===== config.mk =====
export PLATFORM = sky130hd
export DESIGN_NAME = slv_regfile
export DESIGN_NICKNAME = d
export VERILOG_FILES = /design/src/rtl/slv_regfile.sv
export SDC_FILE = /design/constraint.sdc
export NUM_CORES = 1
export LEC_CHECK = 0
export CAP_MARGIN = 20
export CORE_AREA = 4 4 129 131
export CTS_CLUSTER_SIZE = 30
export DETAILED_ROUTE_END_ITERATION = 6
export DIE_AREA = 0 0 133 135
export SETUP_SLACK_MARGIN = 0.1
export SYNTH_ARGS = -nofsm -noshare
export SYNTH_HDL_FRONTEND = slang
export SYNTH_SLANG_ARGS = --single-unit

===== constraint.sdc =====
create_clock -name clk_125 -period 2.2 [get_ports clk_125]
set_input_delay 0.33 -clock clk_125 [delete_from_list [all_inputs] [get_ports clk_125]]
set_output_delay 0.33 -clock clk_125 [all_outputs]
set_load 0.01 [all_outputs]

===== src/rtl/slv_regfile.sv =====
// slv_regfile: BAR-mapped RW control / RO status register block with a doorbell handshake on the 16-bit slave bus.
// Optional interrupt status (W1C) and mask words at DB_ADR+1/+2 when SLV_REGFILE_IRQ_EN is defined.
module slv_regfile #(
  parameter int unsigned        BAR_IDX = 0,
  parameter int unsigned        ADR_W   = 9,
  parameter int unsigned        NREG    = 4,
  parameter int unsigned        NSTAT   = 2,
  parameter int unsigned        DB_ADR  = 'h100,
  parameter logic [NREG*16-1:0] CTL_RST = '0
) (
  input  logic                clk_125,
  input  logic                sys_rst_n,
  input  logic [6:0]          slv_bar_i,
  input  logic                slv_ce_i,
  input  logic                slv_we_i,
  input  logic [19:1]         slv_adr_i,
  input  logic [15:0]         slv_dat_i,
  input  logic [1:0]          slv_sel_i,
  output logic [15:0]         slv_dat_o,
  output logic [NREG*16-1:0]  ctl_o,
  input  logic [NSTAT*16-1:0] sts_i,
  output logic                db_req_o,
  output logic [15:0]         db_dat_o,
  input  logic                db_ack_i,
  input  logic [15:0]         irq_src_i,
  output logic                irq_o
);

  localparam logic [ADR_W-1:0] DB_A = ADR_W'(DB_ADR);

  logic [ADR_W-1:0]   a;
  logic               acc, wr, rd, db_wr, db_rd, db_accept, db_reject;
  logic [15:0]        be;

  logic [NREG*16-1:0] ctl_q, ctl_d;
  logic [15:0]        rd_q, rd_d;
  logic               db_req_q, db_req_d;
  logic [15:0]        db_dat_q, db_dat_d;
  logic               ovr_q, ovr_d;
  logic [11:0]        db_cnt_q, db_cnt_d;

  assign a         = slv_adr_i[ADR_W:1];
  assign acc       = slv_ce_i & slv_bar_i[BAR_IDX];
  assign wr        = acc & slv_we_i;
  assign rd        = acc & ~slv_we_i;
  assign be        = {{8{slv_sel_i[1]}}, {8{slv_sel_i[0]}}};
  assign db_wr     = wr & (a == DB_A);
  assign db_rd     = rd & (a == DB_A);
  // A pending doorbell can be replaced only when the consumer acks in the same cycle.
  assign db_accept = db_wr & (~db_req_q | db_ack_i);
  assign db_reject = db_wr & db_req_q & ~db_ack_i;

`ifdef SLV_REGFILE_IRQ_EN
  localparam logic [ADR_W-1:0] IRQ_STAT_A = ADR_W'(DB_ADR + 1);
  localparam logic [ADR_W-1:0] IRQ_MASK_A = ADR_W'(DB_ADR + 2);

  logic [15:0] irq_stat_q, irq_stat_d;
  logic [15:0] irq_mask_q, irq_mask_d;
  logic        irq_q;
  logic        unused_ok;

  assign irq_o     = irq_q;
  assign unused_ok = ^{slv_adr_i, slv_bar_i};
`else
  logic unused_ok;

  assign irq_o     = 1'b0;
  assign unused_ok = ^{slv_adr_i, slv_bar_i, irq_src_i};
`endif

  always_comb begin
    ctl_d    = ctl_q;
    rd_d     = rd_q;
    db_req_d = db_req_q;
    db_dat_d = db_dat_q;
    ovr_d    = ovr_q;
    db_cnt_d = db_cnt_q;
`ifdef SLV_REGFILE_IRQ_EN
    irq_stat_d = irq_stat_q;
    irq_mask_d = irq_mask_q;
`endif

    if (rd) begin
      rd_d = slv_adr_i[16:1];
      for (int k = 0; k < int'(NREG); k++)
        if (a == ADR_W'(k)) rd_d = ctl_q[16*k +: 16];
      for (int k = 0; k < int'(NSTAT); k++)
        if (a == ADR_W'(int'(NREG) + k)) rd_d = sts_i[16*k +: 16];
      if (a == DB_A) rd_d = {db_req_q, ovr_q, 2'b00, db_cnt_q};
`ifdef SLV_REGFILE_IRQ_EN
      if (a == IRQ_STAT_A) rd_d = irq_stat_q;
      if (a == IRQ_MASK_A) rd_d = irq_mask_q;
`endif
    end

    if (wr) begin
      for (int k = 0; k < int'(NREG); k++)
        if (a == ADR_W'(k)) ctl_d[16*k +: 16] = (ctl_q[16*k +: 16] & ~be) | (slv_dat_i & be);
    end

    if (db_accept) begin
      db_req_d = 1'b1;
      db_dat_d = slv_dat_i;
      db_cnt_d = db_cnt_q + 12'd1;
    end else if (db_ack_i) begin
      db_req_d = 1'b0;
    end

    // Set beats the read-to-clear when both land in one cycle.
    if (db_rd)     ovr_d = 1'b0;
    if (db_reject) ovr_d = 1'b1;

`ifdef SLV_REGFILE_IRQ_EN
    if (wr && a == IRQ_STAT_A) irq_stat_d = irq_stat_q & ~(slv_dat_i & be);
    irq_stat_d = irq_stat_d | irq_src_i;
    if (wr && a == IRQ_MASK_A) irq_mask_d = (irq_mask_q & ~be) | (slv_dat_i & be);
`endif
  end

  always_ff @(posedge clk_125) begin
    if (!sys_rst_n) begin
      ctl_q    <= CTL_RST;
      rd_q     <= '0;
      db_req_q <= 1'b0;
      db_dat_q <= '0;
      ovr_q    <= 1'b0;
      db_cnt_q <= '0;
`ifdef SLV_REGFILE_IRQ_EN
      irq_stat_q <= '0;
      irq_mask_q <= '0;
      irq_q      <= 1'b0;
`endif
    end else begin
      ctl_q    <= ctl_d;
      rd_q     <= rd_d;
      db_req_q <= db_req_d;
      db_dat_q <= db_dat_d;
      ovr_q    <= ovr_d;
      db_cnt_q <= db_cnt_d;
`ifdef SLV_REGFILE_IRQ_EN
      irq_stat_q <= irq_stat_d;
      irq_mask_q <= irq_mask_d;
      irq_q      <= |(irq_stat_q & irq_mask_q);
`endif
    end
  end

  assign ctl_o     = ctl_q;
  assign db_req_o  = db_req_q;
  assign db_dat_o  = db_dat_q;
  assign slv_dat_o = slv_bar_i[BAR_IDX] ? rd_q : 16'h0000;

endmodule


==> run summary, run 1 <==
CTS Buf Count -> 9
Yosys cell types -> 54
Min Tclk post-route -> 2010 ps
RD Place Congestion -> 0.911
Vias in the first global route -> 5,673
CP endpoint kind -> flop
Hold Fails Final Rpt -> 0
Total negative slack -> 0 ps
HPWL after DPL -> 15,700 um
Syn_area_per_cell -> 7.86 sq um
Max Fclk -> 496 MHz
Final WL -> 20,200 um
Crit path launch -> slv_adr_i[6]
Fin crit share -> 0.916
Post-synth EDFFs -> 0
Synth Area in Compound Gates -> 0.203
WL/cell -> 18.2 um
Initial antenna violation count -> 0
Register bit count reported by yosys -> 110
DRC Markers -> 0
Synth Area in Simple Gates -> 0.258
Worst slew pin tran -> 526 ps
Minimum hold slack -> 455 ps
Worst path required time -> 2450 ps
Placed Cells incl. Taps -> 1,096
Sequential share of the synthesized area -> 0.410
Power per cell area -> 510 nW/um^2
Fin util -> 0.515
Via count -> 5,704
Min-delay worst type -> reg -> reg
Die Width -> 133 um
FF-to-FF Start -> db_cnt_q[2]$_SDFFE_PN0P_
# nets final -> 989
Slew HR -> 0.648
Die height -> 135 um
# port buffers -> 168
# setup viols final -> 0
Fillers -> 1,534
Finished Cell Area -> 8030 sq um
Worst Skew -> 8.52 ps
Synth Area in Adders -> 0.00233
Cell Rows -> 46
WS Path Type -> in -> reg
Drt pass-1 iters -> 5
CTS tree -> built
Worst-path fanout max -> 14
Maximum Capacitance Violations -> 0
Dpl cell area -> 7730 sq um
Arr. time, crit path -> 2260 ps
All-Layer GR Usage -> 0.221
Unrepaired setup endpoints after global routing -> false
Largest family of logic cells by synthesized area -> simple AND/OR/NAND/NOR gates
XOR/XNOR Fraction of Synth Area -> 0.0163
H-tree depth -> 3
DR vias/cell -> 5.13
R2R Path End -> db_cnt_q[11]$_SDFFE_PN0P_
Worst reg2reg path depth -> 5
Setup Buffers After CTS -> 0
Fin. max-slew vios -> 0
Syn Nets -> 781
Ant diodes -> 0
Mapped Area -> 5370 sq um
Initial Utilization -> 0.344
Maximum clock path buffer count -> 2
Type of origin of the critical path -> primary input
Share of layout cells above drive strength 1 -> 0.127
DR iter-0 viols -> 369
Maximum vdd drop -> 0.397 mV
Outcome -> finished, final reports clean
R2r setup slk -> 640 ps
Clk_lat worst skew -> 360 ps
YS warnings -> 0
Sequential cell area -> 2200 sq um
I/O Pins -> 195
Syn Inst Count -> 683
Root buf cell -> clkbuf_16
End of the critical path -> db_cnt_q[0]$_SDFFE_PN0P_
Total gr overflow -> 0
Leak -> 2.92 nW
Die ar. -> 18,000 sq um
Worst hold stages -> 2
Final cell count without fillers -> 1,112
Multiplexer share of the synthesized area -> 0.0636
Core area -> 15,600 sq um
Hold_buf cts -> 0
CTS sink cnt -> 110
Footprint of the multi-input gates -> 2930 sq um
Largest net degree at the start of global routing -> 54
Async SR Flop Fraction -> 0
DRT antenna net count -> 0
Clk slew on worst S/H paths -> 80 ps
First-pass GRT wire length -> 31,200 um
P&R area growth vs syn -> 49.6%
Cts repair resizes -> 0
Most used DFF post-synth -> dfxtp_1
## critical path, cell delays in order
cell	delay [ps]
clkdlybuf4s50_1	550
nor4_2	410
and4_4	350
and2_1	250
buf_12	190
xnor2_1	120
nor2_1	50
## layout make-up
type	instances	area share
Multi-Input combinational cell	518	0.365
Clock inverter	7	0.00841
Sequential cell	110	0.274
Timing Repair Buffer	243	0.287
Inverter	9	0.00421
Tap cell	216	0.0337
Clock buffer	9	0.0280
## layout by cell type (no fill, tap or decap), drive strengths merged, types with 2 or more instances in the layout
cell / count
nand3b: 2
clkdlybuf4s50: 167
nand3: 10
inv: 12
xnor2: 3
nand2b: 4
clkinv: 4
a22oi: 14
o211ai: 10
a21oi: 81
clkbuf: 9
o221ai: 6
nand4: 8
and2: 22
nor4: 4
o311ai: 2
o21ai: 27
a221oi: 3
a211oi: 4
nor2b: 6
mux2i: 24
buf: 76
or3: 5
xor2: 7
mux2: 9
and3: 11
a22o: 2
and4: 2
o22ai: 21
nor3: 13
nand2: 155
o2bb2ai: 3
dfxtp: 110
a32oi: 2
nor2: 46
## layer usage
layer,GRT usage,share of wire
met1,0.298,0.45
met2,0.350,0.46
met3,0.0555,0.067
met4,0.0647,0.022
met5,0,0
## worst min path at each step
| stage | from | slack [ps] | end |
|---|---|---|---|
| detailed placement | db_dat_o[1]$_SDFFE_PN0P_ | 450 | db_dat_o[1]$_SDFFE_PN0P_ |
| global route | db_dat_o[1]$_SDFFE_PN0P_ | 480 | db_dat_o[1]$_SDFFE_PN0P_ |
| global placement | db_dat_o[1]$_SDFFE_PN0P_ | 440 | db_dat_o[1]$_SDFFE_PN0P_ |
| floorplan | rd_q[8]$_SDFFE_PN0P_ | 430 | rd_q[8]$_SDFFE_PN0P_ |
| finish | db_dat_o[4]$_SDFFE_PN0P_ | 460 | db_dat_o[4]$_SDFFE_PN0P_ |
| CTS | db_dat_o[4]$_SDFFE_PN0P_ | 460 | db_dat_o[4]$_SDFFE_PN0P_ |
## cell usage after synthesis (2+ instances only)
master | count | area, sq um
nor3_2 | 4 | 40.0
nor4_1 | 2 | 12.5
nor2_1 | 46 | 173
a211oi_1 | 4 | 30.0
mux2i_1 | 24 | 240
nand2_2 | 2 | 12.5
and2_1 | 22 | 138
o211ai_1 | 10 | 75.1
o311ai_1 | 2 | 17.5
o22ai_1 | 21 | 131
or3_1 | 5 | 31.3
a221oi_1 | 3 | 26.3
xnor2_1 | 3 | 26.3
nand3_1 | 10 | 50.1
buf_4 | 4 | 30.0
o21ai_0 | 26 | 130
dfxtp_1 | 110 | 2200
inv_1 | 8 | 30.0
clkbuf_1 | 24 | 90.1
nand3b_1 | 2 | 15.0
a32oi_1 | 2 | 17.5
and3_1 | 11 | 68.8
o2bb2ai_1 | 3 | 26.3
nor3_1 | 8 | 40.0
xor2_1 | 7 | 61.3
nand4_1 | 8 | 50.1
mux2_2 | 9 | 101
a22oi_1 | 14 | 105
a22o_1 | 2 | 17.5
nand2_1 | 153 | 574
a21oi_1 | 81 | 405
o221ai_1 | 6 | 52.6
nand2b_1 | 4 | 25.0
nor2b_1 | 6 | 37.5
buf_2 | 18 | 90.1
## power by group
group	switching, mW	internal, mW	total (mW)
clock	0.843	0.798	1.64
combinational	0.220	0.230	0.449
sequential	0.00514	2.00	2.00
## stage by stage
step,setup WS (ps),total power [mW]
4_1_cts,180,4.11
2_1_floorplan,442,2.22
5_1_grt,102,4.23
3_5_place_dp,-144,2.50
3_3_place_gp,-142,2.50
6_report,186,4.09
## logic make-up after synthesis
group	after synthesis
other	1
adders and majority gates	1
muxes	33
DFF	110
AOI/OAI and AO/OA	181
buffers and inverters	55
xor gates and xnor gates	10
and+or+nand+nor	292
Note: power is estimated with default switching activity, not from simulation.
==> run 2: changes to the inputs <==
--- a/config.mk
+++ b/config.mk
@@ -7,6 +7,7 @@
 export LEC_CHECK = 0
 export CAP_MARGIN = 20
 export CORE_AREA = 4 4 129 131
+export CTS_BUF_LIST = sky130_fd_sc_hd__clkbuf_4 sky130_fd_sc_hd__clkbuf_8
 export CTS_CLUSTER_SIZE = 30
 export DETAILED_ROUTE_END_ITERATION = 6
 export DIE_AREA = 0 0 133 135
==> run 2 against run 1 <==
Global-route usage is 0.097 points higher. Total power is 9.8% lower. Core utilization shrank 0.65 points. Combinational power is essentially flat. Die area unchanged. Via count up 0.30%. Wire length shrank 0.22%. Clock power is 24% lower. Clock skew is 7.0 ps higher. Critical endpoint is now slv_dat_o[11].
==> run summary, run 2 (synthesis results as in run 1) <==
Initial Utilization -> 0.344 (unchanged)
Worst slew pin tran -> 534 ps (+7.87 ps)
Drt pass-1 iters -> 5 (unchanged)
Top Metal Used -> met4
First-pass GRT wire length -> 31,300 um (+0.33%)
DRT antenna net count -> 0 (unchanged)
Root buf cell -> clkbuf_8
Maximum clock path buffer count -> 2 (unchanged)
Met1 wire length -> 8950 um (-1.8%)
# port buffers -> 168 (unchanged)
Share of layout cells above drive strength 1 -> 0.127 (unchanged)
Min-delay worst type -> reg -> reg
Power per cell area -> 466 nW/um^2 (-8.6%)
Slew HR -> 0.643 (-0.00527)
Placed Cells incl. Taps -> 1,096 (unchanged)
Most frequent cells in the layout -> clkdlybuf4s50_1 (167), nand2_1 (153), dfxtp_1 (110), a21oi_1 (81), buf_4 (70)
HPWL after DPL -> 15,700 um (unchanged)
Ant diodes -> 0 (unchanged)
Sequential cell area -> 2200 sq um (unchanged)
Fillers -> 1,539 (+0.33%)
Met2 WL -> 9270 um (-0.37%)
Die height -> 135 um (unchanged)
Clk_lat worst skew -> 410 ps (+50 ps)
Initial antenna violation count -> 0 (unchanged)
Vias in the first global route -> 5,697 (+0.42%)
Hold Fails Final Rpt -> 0 (unchanged)
Via count -> 5,721 (+0.30%)
Maximum Capacitance Violations -> 0 (unchanged)
Worst-path fanout max -> 17 (+3)
Cell Rows -> 46 (unchanged)
Fin util -> 0.508 (-0.00650)
I/O Pins -> 195 (unchanged)
CTS Buf Count -> 9 (unchanged)
WS Path Type -> in -> out
CTS sink cnt -> 110 (unchanged)
Worst path required time -> 1870 ps (-580 ps)
CP endpoint kind -> output pin
Footprint of the multi-input gates -> 2930 sq um (unchanged)
Routed wl met3 -> 1430 um (+5.0%)
DRC Markers -> 0 (unchanged)
Fin crit share -> 0.910 (-0.00578)
Core area -> 15,600 sq um (unchanged)
Die Width -> 133 um (unchanged)
Worst Skew -> 15.5 ps (+6.96 ps)
Die ar. -> 18,000 sq um (unchanged)
RD Place Congestion -> 0.911 (unchanged)
Leak -> 2.88 nW (-1.6%)
P&R area growth vs syn -> 47.7%
Unrepaired setup endpoints after global routing -> false
Max Fclk -> 500 MHz (+0.64%)
Pre-CTS setup slack -> -144 ps (unchanged)
# setup viols final -> 0 (unchanged)
Fin. max-slew vios -> 0 (unchanged)
All-Layer GR Usage -> 0.222 (+0.000966)
Total negative slack -> 0 ps (unchanged)
Most common cell after layout, fill and taps aside -> clkdlybuf4s50_1
Final Worst Setup Slack -> 198 ps (+12.7 ps)
Final cell count without fillers -> 1,112 (unchanged)
Arr. time, crit path -> 1670 ps (-590 ps)
WL/cell -> 18.1 um (-0.22%)
Largest net degree at the start of global routing -> 54 (unchanged)
Clk slew on worst S/H paths -> 110 ps (+30 ps)
Min Tclk post-route -> 2000 ps (-12.7 ps)
Total gr overflow -> 0 (unchanged)
CTS tree -> built
DR iter-0 viols -> 380 (+3.0%)
H-tree depth -> 3 (unchanged)
DR vias/cell -> 5.14 (+0.30%)
Final WL -> 20,200 um (-0.22%)
# nets final -> 989 (unchanged)
Type of origin of the critical path -> primary input
Outcome -> finished, final reports clean
Maximum vdd drop -> 0.263 mV (-34%)
[run 2: final timing paths]
kind / slack, ps / start / endpoint / cells past startpoint
min: 460 / db_dat_o[4]$_SDFFE_PN0P_ / db_dat_o[4]$_SDFFE_PN0P_ / 2
max: 200 / slv_bar_i[0] / slv_dat_o[11] / 4
min reg2reg: 460 / db_dat_o[4]$_SDFFE_PN0P_ / db_dat_o[4]$_SDFFE_PN0P_ / 2
max reg2reg: 650 / db_cnt_q[2]$_SDFFE_PN0P_ / db_cnt_q[11]$_SDFFE_PN0P_ / 5
[run 2: cell type report]
class,instances,share of cell area
multi-input combinational,518,0.369
timing repair buffer,243,0.290
sequential,110,0.278
tap,216,0.0341
clock buffer,9,0.0156
clock inverter,7,0.00852
inverter,9,0.00426
[run 2: what timing repair did]
item	4_1_cts	5_1_grt
hold buffers	0	0
gates resized for setup	0	1
endpoints found under the setup margin	0	1
setup buffers	0	0
[run 2: worst max-delay path, cell delays in order]
cell and delay (ps):
clkdlybuf4s50_1 470, buf_4 190, and2_1 150, clkdlybuf4s50_1 530
[run 2: metal layers]
| metal | up-vias | track usage |
|---|---|---|
| li1 | 2809 | - |
| met1 | 2666 | 0.299 |
| met2 | 211 | 0.350 |
| met3 | 35 | 0.0488 |
| met4 | 0 | 0.0803 |
| met5 | - | 0 |
[run 2: stage by stage]
| step | cell area (sq um) | hold WS [ps] | power, mW |
|---|---|---|---|
| after detailed placement | 7730 | 447 | 2.50 |
| after CTS | 7920 | 463 | 3.71 |
| final | 7930 | 460 | 3.69 |
| after global routing | 7930 | 485 | 3.82 |
| after floorplan | 5370 | 427 | 2.22 |
| after global placement | 7730 | 443 | 2.50 |
[run 2: report_power, final]
group          internal [mW]  switching (mW)
sequential              2.00         0.00512
combinational          0.230           0.220
clock                  0.440           0.798
total                   2.67            1.02
==> run 3: changes to the inputs <==
--- a/config.mk
+++ b/config.mk
@@ -12,6 +12,7 @@
 export DETAILED_ROUTE_END_ITERATION = 6
 export DIE_AREA = 0 0 133 135
 export SETUP_SLACK_MARGIN = 0.1
+export SKIP_CTS_REPAIR_TIMING = 1
 export SYNTH_ARGS = -nofsm -noshare
 export SYNTH_HDL_FRONTEND = slang
 export SYNTH_SLANG_ARGS = --single-unit
==> results of run 3 <==
Same layout as run 2: the final DEF is identical, and so are final timing and power.
